==> src/rtl/emulador_sensor_ultrassonico_if.sv <==
// Trigger/echo link between a ranging front end (master) and the HC-SR04 emulator (slave).
interface emulador_sensor_ultrassonico_if;
    logic       habilita;
    logic       trigger;
    logic [8:0] distancia_cm;
    logic       echo;
    logic       ocupado;
    logic [3:0] db_estado;

    modport master (
        output habilita, trigger, distancia_cm,
        input  echo, ocupado, db_estado
    );

    modport slave (
        input  habilita, trigger, distancia_cm,
        output echo, ocupado, db_estado
    );
endinterface

==> src/rtl/emulador_sensor_ultrassonico.sv <==
// HC-SR04 responder: validates a trigger pulse and answers with an echo whose
// width encodes the programmed distance, then holds off before re-arming.
module emulador_sensor_ultrassonico #(
    parameter int unsigned TRIG_MIN_CYCLES = 500,
    parameter int unsigned SETUP_CYCLES    = 10000,
    parameter int unsigned CYCLES_PER_CM   = 2941,
    parameter int unsigned DIST_MIN        = 2,
    parameter int unsigned DIST_MAX        = 400,
    parameter int unsigned TIMEOUT_CYCLES  = 1900000,
    parameter int unsigned HOLDOFF_CYCLES  = 500000
) (
    input  logic                           clock,
    input  logic                           reset,
    emulador_sensor_ultrassonico_if.slave  sensor
);

    localparam int unsigned DW      = 9;
    localparam int unsigned TRIG_W  = $clog2(TRIG_MIN_CYCLES + 1);
    localparam int unsigned TMR_MAX = (SETUP_CYCLES > HOLDOFF_CYCLES) ? SETUP_CYCLES : HOLDOFF_CYCLES;
    localparam int unsigned TMR_W   = $clog2(TMR_MAX + 1);
    localparam int unsigned PRE_W   = $clog2(CYCLES_PER_CM + 1);
    localparam int unsigned TO_W    = $clog2(TIMEOUT_CYCLES + 1);

    typedef enum logic [3:0] {
        INICIAL   = 4'd0,
        MEDE_TRIG = 4'd1,
        DISPARO   = 4'd2,
        ECO       = 4'd3,
        REPOUSO   = 4'd4
    } estado_t;

    estado_t           state_q;
    logic [1:0]        sync_q;
    logic              trig_prev_q;
    logic [TRIG_W-1:0] larg_q;
    logic [TMR_W-1:0]  tmr_q;
    logic [PRE_W-1:0]  pre_q;
    logic [DW-1:0]     cm_q;
    logic [TO_W-1:0]   to_q;
    logic [DW-1:0]     dist_q;
    logic              fora_q;
    logic              echo_q;
    logic              ocupado_q;

    logic          trig_s_c;
    logic          rise_c;
    logic          fall_c;
    logic [DW-1:0] dist_c;
    logic          fora_c;
    logic          eco_fim_c;

    // Edge detection on the synchronized trigger.
    assign trig_s_c = sync_q[1];
    assign rise_c   = trig_s_c & ~trig_prev_q;
    assign fall_c   = ~trig_s_c & trig_prev_q;

    // Clamp below DIST_MIN; anything above DIST_MAX becomes a timeout echo.
    assign dist_c = (sensor.distancia_cm < DW'(DIST_MIN)) ? DW'(DIST_MIN) : sensor.distancia_cm;
    assign fora_c = (sensor.distancia_cm > DW'(DIST_MAX));

    assign eco_fim_c = fora_q ? (to_q == '0) : ((pre_q == '0) && (cm_q == '0));

    always_ff @(posedge clock or negedge reset) begin
        if (!reset) begin
            state_q     <= INICIAL;
            sync_q      <= '0;
            trig_prev_q <= 1'b0;
            larg_q      <= '0;
            tmr_q       <= '0;
            pre_q       <= '0;
            cm_q        <= '0;
            to_q        <= '0;
            dist_q      <= '0;
            fora_q      <= 1'b0;
            echo_q      <= 1'b0;
            ocupado_q   <= 1'b0;
        end else begin
            sync_q      <= {sync_q[0], sensor.trigger};
            trig_prev_q <= trig_s_c;

            case (state_q)
                INICIAL: begin
                    if (rise_c && sensor.habilita) begin
                        state_q   <= MEDE_TRIG;
                        larg_q    <= TRIG_W'(1);
                        ocupado_q <= 1'b1;
                    end
                end

                MEDE_TRIG: begin
                    if (fall_c) begin
                        if (larg_q >= TRIG_W'(TRIG_MIN_CYCLES)) begin
                            state_q <= DISPARO;
                            dist_q  <= dist_c;
                            fora_q  <= fora_c;
                            tmr_q   <= TMR_W'(SETUP_CYCLES - 1);
                        end else begin
                            state_q   <= INICIAL;
                            ocupado_q <= 1'b0;
                        end
                    end else if (trig_s_c && (larg_q < TRIG_W'(TRIG_MIN_CYCLES))) begin
                        larg_q <= larg_q + TRIG_W'(1);
                    end
                end

                DISPARO: begin
                    if (tmr_q == '0) begin
                        state_q <= ECO;
                        echo_q  <= 1'b1;
                        pre_q   <= PRE_W'(CYCLES_PER_CM - 1);
                        cm_q    <= dist_q - DW'(1);
                        to_q    <= TO_W'(TIMEOUT_CYCLES - 1);
                    end else begin
                        tmr_q <= tmr_q - TMR_W'(1);
                    end
                end

                ECO: begin
                    if (eco_fim_c) begin
                        state_q <= REPOUSO;
                        echo_q  <= 1'b0;
                        tmr_q   <= TMR_W'(HOLDOFF_CYCLES - 1);
                    end else if (fora_q) begin
                        to_q <= to_q - TO_W'(1);
                    end else if (pre_q == '0) begin
                        pre_q <= PRE_W'(CYCLES_PER_CM - 1);
                        cm_q  <= cm_q - DW'(1);
                    end else begin
                        pre_q <= pre_q - PRE_W'(1);
                    end
                end

                REPOUSO: begin
                    if (tmr_q == '0) begin
                        state_q   <= INICIAL;
                        ocupado_q <= 1'b0;
                    end else begin
                        tmr_q <= tmr_q - TMR_W'(1);
                    end
                end

                default: begin
                    state_q   <= INICIAL;
                    echo_q    <= 1'b0;
                    ocupado_q <= 1'b0;
                end
            endcase
        end
    end

    assign sensor.echo      = echo_q;
    assign sensor.ocupado   = ocupado_q;
    assign sensor.db_estado = state_q;

endmodule

==> src/flat_wrapper.sv <==
// flat-port wrapper written by rule: the top's interface ports become plain ports
module emulador_sensor_ultrassonico_flat 
#(
    parameter int unsigned TRIG_MIN_CYCLES = 500,
    parameter int unsigned SETUP_CYCLES    = 10000,
    parameter int unsigned CYCLES_PER_CM   = 2941,
    parameter int unsigned DIST_MIN        = 2,
    parameter int unsigned DIST_MAX        = 400,
    parameter int unsigned TIMEOUT_CYCLES  = 1900000,
    parameter int unsigned HOLDOFF_CYCLES  = 500000
)
  (clock, reset, sensor_habilita, sensor_trigger, sensor_distancia_cm, sensor_echo, sensor_ocupado, sensor_db_estado);
  emulador_sensor_ultrassonico_if sensor_i ();
  input  logic clock;
  input  logic reset;
  input wire logic [$bits(sensor_i.habilita)-1:0] sensor_habilita;
  input wire logic [$bits(sensor_i.trigger)-1:0] sensor_trigger;
  input wire logic [$bits(sensor_i.distancia_cm)-1:0] sensor_distancia_cm;
  output wire logic [$bits(sensor_i.echo)-1:0] sensor_echo;
  output wire logic [$bits(sensor_i.ocupado)-1:0] sensor_ocupado;
  output wire logic [$bits(sensor_i.db_estado)-1:0] sensor_db_estado;
  assign sensor_i.habilita = sensor_habilita;
  assign sensor_i.trigger = sensor_trigger;
  assign sensor_i.distancia_cm = sensor_distancia_cm;
  assign sensor_echo = sensor_i.echo;
  assign sensor_ocupado = sensor_i.ocupado;
  assign sensor_db_estado = sensor_i.db_estado;
  emulador_sensor_ultrassonico #(.TRIG_MIN_CYCLES(TRIG_MIN_CYCLES), .SETUP_CYCLES(SETUP_CYCLES), .CYCLES_PER_CM(CYCLES_PER_CM), .DIST_MIN(DIST_MIN), .DIST_MAX(DIST_MAX), .TIMEOUT_CYCLES(TIMEOUT_CYCLES), .HOLDOFF_CYCLES(HOLDOFF_CYCLES)) u_core (.clock(clock), .reset(reset), .sensor(sensor_i));
endmodule
==> config.mk <==
export PLATFORM = sky130hd
export DESIGN_NAME = emulador_sensor_ultrassonico_flat
export DESIGN_NICKNAME = d
export VERILOG_FILES = /design/src/rtl/emulador_sensor_ultrassonico_if.sv /design/src/rtl/emulador_sensor_ultrassonico.sv /design/src/flat_wrapper.sv
export SDC_FILE = /design/constraint.sdc
export NUM_CORES = 1
export LEC_CHECK = 0
export ABC_CLOCK_PERIOD_IN_PS = 3320
export BUFFER_PORTS_ARGS = -buffer_cell sky130_fd_sc_hd__buf_2
export CAP_MARGIN = 15
export CELL_PAD_IN_SITES_DETAIL_PLACEMENT = 1
export CELL_PAD_IN_SITES_GLOBAL_PLACEMENT = 1
export CORE_AREA = 4 4 109 111
export DETAILED_ROUTE_END_ITERATION = 12
export DIE_AREA = 0 0 113 115
export GPL_ROUTABILITY_DRIVEN = 1
export PLACE_DENSITY_LB_ADDON = 0.2
export SYNTH_ARGS = -nofsm -noshare
export SYNTH_HDL_FRONTEND = slang
export SYNTH_SLANG_ARGS = --single-unit
==> constraint.sdc <==
create_clock -name clock -period 3.32 [get_ports clock]
set_input_delay 0.332 -clock clock [delete_from_list [all_inputs] [get_ports clock]]
set_output_delay 0.332 -clock clock [all_outputs]
set_load 0.05 [all_outputs]
* After elaboration in Yosys (flattened, before gate mapping) *
Cells that the tools add are included.

word-level totals
  register bits = 89
  logic and storage cells = 109
  bits of input ports = 13
  output and inout bits = 6

cells by class
  muxes and demuxes = 40
  add/sub/neg operators = 6
  $lt $le $gt $ge = 4
  bitwise operators = 6
  reduce and logical (&&, ||, !) cells = 23
  equality and inequality tests = 18

operator list
  kind                                                 number
  two-way mux 19 bit                                   4
  two-way mux 9 bit                                    8
  two-way mux 21 bit                                   3
  case mux 19 bit (3 select lines)                     1
  two-way mux 12 bit                                   4
  case mux 21 bit (2 select lines)                     1
  case mux 9 bit (2 select lines)                      2
  case mux 12 bit (2 select lines)                     1
  zero test 21 bit                                     1
  subtractor 21 x 1 -> 21 bit (second input constant)  1
  two-way mux 4 bit                                    5
  case mux 4 bit (5 select lines)                      1
  AND reduction 5 bit                                  4
  zero test 19 bit                                     1
  subtractor 19 x 1 -> 19 bit (second input constant)  1
  != test 2 x 1 -> 1 bit (second input constant)       9
  subtractor 9 x 1 -> 9 bit (second input constant)    2
  zero test 12 bit                                     1
  AND reduction 4 bit                                  3
  subtractor 12 x 1 -> 12 bit (second input constant)  1
  != test 2 bit (second input constant)                5
  adder 9 x 1 -> 9 bit (second input constant)         1
  >= comparator 9 bit (second input constant)          1
  > comparator 9 bit (second input constant)           1
  other kinds (19)                                     35

* Longest topological paths before layout *
Gate-level depths: netlist of the first run.

  word-level depth = 5
  gate-level depth with buffers = 10
  gate-level depth less buffers = 8

* Worst setup path before layout of the first run *
OpenSTA, ideal clock, no wires.

  kind = register to register
  start = reg u_core.state_q[0], in the netlist u_core.sensor.db_estado[0]
  end = reg u_core.cm_q[4]
  slack = 537 ps
  buffers on the path = 2
  data arrival time = 2654 ps
  clock period less this slack = 2783 ps
  data required time = 3191 ps
  library setup time = 129 ps
  stages on the path, launching flop included = 10
  path through = dfrtp_1 clkbuf_1 and3b_1 clkbuf_1 mux2i_1 ha_1 o21ai_0 or4_1 o22ai_1 a21oi_1

between the ends
  word-level cells in the longest chain between the ends = 3
  elaborated cells between the ends (all ways) = 9
  those cells by class = eq/ne: 6; mux: 1; reduce/logical: 2

ends and longest elaborated chain
  element                                                line                                 source
  from (decl)                                            emulador_sensor_ultrassonico.sv:32   estado_t state_q;
  from (signal assigned)                                 emulador_sensor_ultrassonico.sv:65   state_q <= INICIAL;
  from (signal assigned)                                 emulador_sensor_ultrassonico.sv:84   state_q <= MEDE_TRIG;
  from (signal assigned)                                 emulador_sensor_ultrassonico.sv:93   state_q <= DISPARO;
  == test 4 x 2 -> 1 bit                                 emulador_sensor_ultrassonico.sv:81   case (state_q)
  != test 2 bit (no line), or another cell as far along  --
  AND reduction 5 bit (no line)                          --
  to (signal assigned)                                   emulador_sensor_ultrassonico.sv:111  cm_q <= dist_q - DW'(1);
  to (signal assigned)                                   emulador_sensor_ultrassonico.sv:127  cm_q <= cm_q - DW'(1);
  to (decl)                                              emulador_sensor_ultrassonico.sv:38   logic [DW-1:0] cm_q;

Several ways; a longest one is shown, not always the timed one.
A chain may end at the register's enable or synchronous reset.

* Worst setup path after layout of the first run *
  start = reg u_core.tmr_q[0]
  end = reg u_core.pre_q[7]

between the ends
  word-level cells in the longest chain between the ends = 3

ends and longest elaborated chain
  element                           line                                 source
  from (decl)                       emulador_sensor_ultrassonico.sv:36   logic [TMR_W-1:0] tmr_q;
  from (signal assigned)            emulador_sensor_ultrassonico.sv:96   tmr_q <= TMR_W'(SETUP_CYCLES - 1);
  from (signal assigned)            emulador_sensor_ultrassonico.sv:114  tmr_q <= tmr_q - TMR_W'(1);
  from (signal assigned)            emulador_sensor_ultrassonico.sv:122  tmr_q <= TMR_W'(HOLDOFF_CYCLES - 1);
  zero test 19 bit                  emulador_sensor_ultrassonico.sv:107  if (tmr_q == '0) begin
  != test 2 x 1 -> 1 bit (no line)  --
  AND reduction 4 bit (no line)     --
  to (signal assigned)              emulador_sensor_ultrassonico.sv:110  pre_q <= PRE_W'(CYCLES_PER_CM - 1);
  to (signal assigned)              emulador_sensor_ultrassonico.sv:126  pre_q <= PRE_W'(CYCLES_PER_CM - 1);
  to (signal assigned)              emulador_sensor_ultrassonico.sv:129  pre_q <= pre_q - PRE_W'(1);
  to (decl)                         emulador_sensor_ultrassonico.sv:37   logic [PRE_W-1:0] pre_q;

No other way between the ends.

==> results of run 1 <==
-- worst max-delay path: cells and delay by family, from the launching register on --
| kind | cells | cell delay (ns) |
|---|---|---|
| adders and majority gates | 1 | 0.20 |
| and+or+nand+nor | 4 | 1.68 |
| buffers and inverters | 1 | 0.09 |
| DFF | 1 | 0.41 |
| AOI/OAI and AO/OA | 2 | 0.46 |
-- power by group through the flow --
stage | logic, mW | clock network [mW] | registers (mW)
after floorplan | 0.00752 | 0 | 1.10
after global placement | 0.0407 | 0 | 1.10
after detailed placement | 0.0417 | 0 | 1.10
after CTS | 0.0429 | 0.816 | 1.07
after global routing | 0.0478 | 0.866 | 1.07
final | 0.0411 | 0.792 | 1.07
-- what timing repair did --
action / in CTS / in global routing
hold endpoints to repair: 41 / 0
hold buffers: 1 / 0
setup endpoints to repair: 0 / 0
-- layer usage --
| metal | up-vias | routed length [um] | global-route usage |
|---|---|---|---|
| met5 | - | 0 | 0 |
| met2 | 70 | 7100 | 0.395 |
| li1 | 2216 | - | - |
| met1 | 2351 | 6440 | 0.302 |
| met3 | 19 | 509 | 0.0484 |
| met4 | 0 | 224 | 0.0881 |
-- path summary, 6_finish.rpt --
kind | from | endpoint | slack (ns) | depth (start not counted)
max reg2reg | u_core.tmr_q[0] | u_core.pre_q[7] | 0.37 | 8
max in group asynchronous | reset | u_core.to_q[17] | 2.07 | 3
min | sensor_trigger | u_core.sync_q[0] | 0.06 | 1
min reg2reg | u_core.sync_q[0] | u_core.sync_q[1] | 0.37 | 0
max | u_core.tmr_q[0] | u_core.pre_q[7] | 0.37 | 8
min in group asynchronous | reset | u_core.dist_q[1] | 0.48 | 2
-- cell families after synthesis --
kind of cell,after synthesis,synth area share
buffers and inverters,54,0.0437
and+or+nand+nor,277,0.280
other,1,0.000732
adders and majority gates,8,0.0195
AOI/OAI and AO/OA,147,0.192
muxes,5,0.0100
DFF,88,0.430
xor gates and xnor gates,14,0.0239
-- cells in the mapped netlist, types with 3 or more instances --
cell type / number
nor2b_1: 3
o211a_1: 3
nor4b_1: 3
and4_1: 3
o22a_1: 4
buf_1: 4
a31oi_1: 11
o21ai_0: 29
or3_1: 10
nor3_2: 3
inv_1: 26
nand3_1: 17
and3_1: 4
nand4_1: 18
mux2i_1: 4
o21ai_1: 3
a21o_1: 6
or2_2: 5
o41ai_1: 3
nor4_1: 18
a21oi_1: 33
a211oi_1: 4
nor2_1: 64
nor3_1: 34
a22o_1: 4
o31ai_1: 9
ha_1: 8
o22ai_1: 5
o21a_1: 5
nand2_1: 66
or4_1: 8
dfrtp_1: 88
clkbuf_1: 19
o211ai_1: 3
a311oi_1: 3
xor2_1: 12
nand3b_1: 3
nor3b_1: 5
-- metrics by stage --
stage	std cells	power (mW)	worst slack, ns	area, um^2	hold WS (ns)
after floorplan	594	1.10	0.537	5120	0.0364
after global placement	739	1.14	0.510	5380	0.345
after detailed placement	739	1.14	0.415	5380	0.348
after CTS	756	1.93	0.404	5600	0.0276
after global routing	756	1.99	0.173	5600	0.0247
final	756	1.91	0.374	5600	0.0565
-- final cells by class --
class | count | area (um^2) | share of cell area
Timing Repair Buffer | 34 | 218 | 0.0389
Clock inverter | 6 | 66.3 | 0.0118
Inverter | 26 | 97.6 | 0.0174
Tap cell | 140 | 175 | 0.0313
Multi-Input combinational cell | 452 | 2700 | 0.483
Sequential cell | 88 | 2200 | 0.393
Clock buffer | 10 | 138 | 0.0246
-- flip-flops by register name, indices dropped and copies added, names as in the netlist --
register                 flops
u_core.tmr_q                19
u_core.to_q                 21
u_core.sensor.ocupado        1
u_core.sync_q                2
u_core.trig_prev_q           1
u_core.pre_q                12
u_core.sensor.db_estado      3
u_core.cm_q                  9
u_core.larg_q                9
u_core.dist_q                9
u_core.fora_q                1
u_core.sensor.echo           1
==> summary.md, run 1 <==
| Metric | Value |
|---|---|
| HP Class | input pin to flop |
| Clock sink count | 88 |
| Comb power frac | 0.022 |
| Final HPWL DP | 9970 um |
| Pwr dens | 341 nW/um^2 |
| CTS tree | built |
| Full die area | 13000 um^2 |
| DRT antenna net count | 0 |
| Distinct cells, synth | 72 |
| PortBufs | 17 |
| Gr usage total | 0.235 |
| Clock buffer depth | 2 |
| Chip height | 115 um |
| Max-slew headroom | 0.559 |
| DRT Pass-1 Iters | 4 |
| Syn nets | 615 |
| Clock slew at reported path FFs | 0.09 ns |
| Worst Tran Pin Value | 0.659 ns |
| Resized cells post-CTS | 0 |
| Hold Vio Cnt, Final | 0 |
| Static Leak | 2.56 nW |
| FMAX | 0.339 GHz |
| Cts bufs inserted | 9 |
| Global placement routability congestion | 0.836 |
| First-pass GRT wire length | 24500 um |
| Area leader, netlist | dfrtp_1 |
| Seq pwr share | 0.563 |
| Async set-reset flop share out of synthesis | 1.00 |
| Commonest non-fill, non-tap cell in the layout | dfrtp_1 |
| Final setup viols | 0 |
| Core box area | 10800 um^2 |
| Period utilisation layout | 0.887 |
| Site Rows | 38 |
| Post-Syn Area | 5120 um^2 |
| CP endpoint kind | flop |
| Critical path type | flop to flop |
| DRC viols | 0 |
| Worst-path cell chain | inv_1 > ha_1 > or4b_2 > nor3_2 > nand3_1 > nand2_1 > o21ai_0 > a22o_1 |
| Initial antenna violation count | 0 |
| Die Width | 113 um |
| Worst path required time | 3.60 ns |
| Root cell of the clock tree | clkbuf_8 |
| Fraction of layout instances using a drive strength above 1 | 0.112 |
| Top FF cell, synth | dfrtp_1 |
| EDFF count, synth | 0 |
| # diodes | 0 |
| Setup TNS | 0 ns |
| Drt wl/cell | 18.9 um |
| Switching pwr | 0.455 mW |
| Status | finished clean |
| CP max-delay cell | or4b_2 |
| Largest net degree at the start of global routing | 44 |
| Startpoint types | flop |
| Vias/cell | 6.16 |
| Synth top area share | 0.430 |
| Post CTS Setup Buffer Count | 0 |
| Seq/Total Area, Yosys | 0.430 |
| Max cap viols | 0 |
| Fill count | 1280 |
| Congestion Overflow GR | 0 |
| Core Util, Final | 0.519 |
| CP max stage delay | 0.63 ns |
| H-tree depth | 3 |
| Mapped Cells | 594 |
| Synth top area cells | dfrtp_1, nand2_1, nor2_1 |
| Crit-path max FO | 15 |
| RSZ-0062 raised after global routing | no |
| First DRT Iteration DRCs | 248 |
| Commonest non-fill, non-tap cells in the layout | dfrtp_1, nand2_1, nor2_1 |
| Synth warn | 0 |
| Register bit total from synthesis | 88 |
| Routed wire length | 14300 um |
| # nets final | 632 |
| Worst-case clock skew | 0.0148 ns |
| Sw Share | 0.239 |
| Tmin final | 2.95 ns |
| Worst skew pair latency | 0.39 ns |
| Crit path DAT | 3.22 ns |
| Max-slew violations | 0 |
| Syn_area_per_cell | 8.62 um^2 |
| Vias | 4656 |
| Int Power | 1.45 mW |
| Peak supply drop | 0.000317 V |
| Vias in the first global route | 4831 |
| Synth-to-Final Area Change | 9.31% |
| IO Pins | 19 |
| Clock share of power | 0.415 |
| Initial Util | 0.474 |
(Power assumes the default switching activity.)
==> inputs of run 2 (changes only) <==
CORE_AREA = 4 4 108 110   (was 4 4 109 111)
CTS_BUF_LIST = sky130_fd_sc_hd__clkbuf_4 sky130_fd_sc_hd__clkbuf_8   (was not set)
DIE_AREA = 0 0 112 114   (was 0 0 113 115)
SKIP_LAST_GASP = 1   (was not set)
==> summary.md, run 2 (synthesis gave the netlist of run 1 again) <==
| Metric | Value |
|---|---|
| Regs by FF count | u_core.to_q: 21 flops, u_core.tmr_q: 19 flops, u_core.pre_q: 12 flops |
| Period utilisation layout | 0.890 |
| Core Util, Final | 0.523 |
| # diodes | 0 |
| Startpoint types | flop |
| Worst path bufs/invs | 1 |
| Final setup viols | 0 |
| Crit-path max FO | 15 |
| IO Pins | 19 |
| Site Rows | 38 |
| Initial antenna violation count | 0 |
| Crit path max-delay family | simple AND/OR/NAND/NOR gates |
| Max reg flops | 21 |
| # nets final | 634 |
| Worst-case clock skew | 0.0133 ns |
| Worst path required time | 3.59 ns |
| FMAX | 0.338 GHz |
| DRT Pass-1 Iters | 4 |
| Max cap viols | 0 |
| Post-place setup slack | 0.419 ns |
| Root cell of the clock tree | clkbuf_8 |
| Largest net degree at the start of global routing | 40 |
| Vias in the first global route | 4901 |
| Critical path type | flop to flop |
| CP max-delay cell | or4b_2 |
| Commonest non-fill, non-tap cells in the layout | dfrtp_1, nand2_1, nor2_1 |
| CP max stage delay | 0.63 ns |
| DRC viols | 0 |
| Post-Layout Cell Count | 758 |
| RSZ-0062 raised after global routing | no |
| Pwr dens | 327 nW/um^2 |
| Initial Util | 0.479 |
| CP endpoint kind | flop |
| Worst-path cell chain | inv_1 > ha_1 > or4b_2 > nor3_2 > nand3_1 > nand2_1 > o21ai_0 > a22o_1 |
| Worst Tran Pin Value | 0.720 ns |
| Post CTS Setup Buffer Count | 0 |
| Full die area | 12800 um^2 |
| Vias/cell | 6.20 |
| Max-slew headroom | 0.520 |
| Setup TNS | 0 ns |
| Final HPWL DP | 10100 um |
| First-pass GRT wire length | 24400 um |
| H-tree depth | 3 |
| Clock buffer depth | 2 |
| Global placement routability congestion | 0.848 |
| Vias | 4697 |
| Routed wire length | 14200 um |
| Commonest non-fill, non-tap cell in the layout | dfrtp_1 |
| Synth-to-Final Area Change | 9.19% |
| HP Class | input pin to flop |
| WHS | 0.0611 ns |
| Status | finished clean |
| Core box area | 10700 um^2 |
| Worst setup margin | 0.365 ns |
| First DRT Iteration DRCs | 248 |
| Fin area | 5590 um^2 |
| Fraction of layout instances using a drive strength above 1 | 0.115 |
| Worst skew pair latency | 0.38 ns |
| Crit path DAT | 3.22 ns |
| Hold Vio Cnt, Final | 0 |
| Clock sink count | 88 |
| Cts bufs inserted | 9 |
| Final Power | 1.83 mW |
| Placed Cells | 741 |
| Drt wl/cell | 18.8 um |
| Tmin final | 2.95 ns |
| Gr usage total | 0.235 |
| CTS tree | built |
| Max-slew violations | 0 |
| Die Width | 112 um |
| Static Leak | 2.57 nW |
| Reg with most FFs | u_core.to_q |
| Clock slew at reported path FFs | 0.09 ns |
| Congestion Overflow GR | 0 |
| DRT antenna net count | 0 |
| DP Area | 5400 um^2 |
| Chip height | 114 um |
| PortBufs | 17 |
| Peak supply drop | 0.000178 V |
==> run 2: timing repair <==
| action | 4_1_cts | 5_1_grt |
|---|---|---|
| hold endpoints to repair | 37 | 0 |
| hold buffers | 1 | 0 |
| gates resized for setup | 0 | 0 |
==> run 2: layout make-up <==
type / instances / area, um^2
multi-input cells: 452 / 2700
well taps: 140 / 175
fillers: 1295 / 5110
inverters: 26 / 97.6
clock inverters: 5 / 31.3
clock buffers: 11 / 151
flip-flops and latches: 88 / 2200
repair buffers: 36 / 233
==> run 2: layer usage <==
metal  wire length, um  share of wire  global-route usage  vias to the layer above
li1                  -              -                   -                     2218
met1              6570           0.46               0.294                     2402
met2              7080           0.50               0.415                       51
met3               241          0.017              0.0318                       26
met4               364          0.026              0.0913                        0
met5                 0              0                   0                        -
==> run 2: final timing paths <==
| kind | startpoint | endpoint | slack [ns] | depth (start not counted) |
|---|---|---|---|---|
| setup / recovery | u_core.tmr_q[0] | u_core.pre_q[10] | 0.37 | 8 |
| hold / removal | sensor_trigger | u_core.sync_q[0] | 0.06 | 1 |
| setup reg to reg | u_core.tmr_q[0] | u_core.pre_q[10] | 0.37 | 8 |
| hold reg to reg | u_core.sync_q[0] | u_core.sync_q[1] | 0.36 | 0 |
| max in group asynchronous | reset | u_core.fora_q | 2.08 | 3 |
| min in group asynchronous | reset | u_core.dist_q[0] | 0.47 | 2 |
==> run 2: power breakdown <==
| part | internal (mW) | switching, mW | total (mW) |
|---|---|---|---|
| clock | 0.310 | 0.403 | 0.714 |
| combinational | 0.0100 | 0.0316 | 0.0417 |
| sequential | 1.07 | 0.00161 | 1.07 |
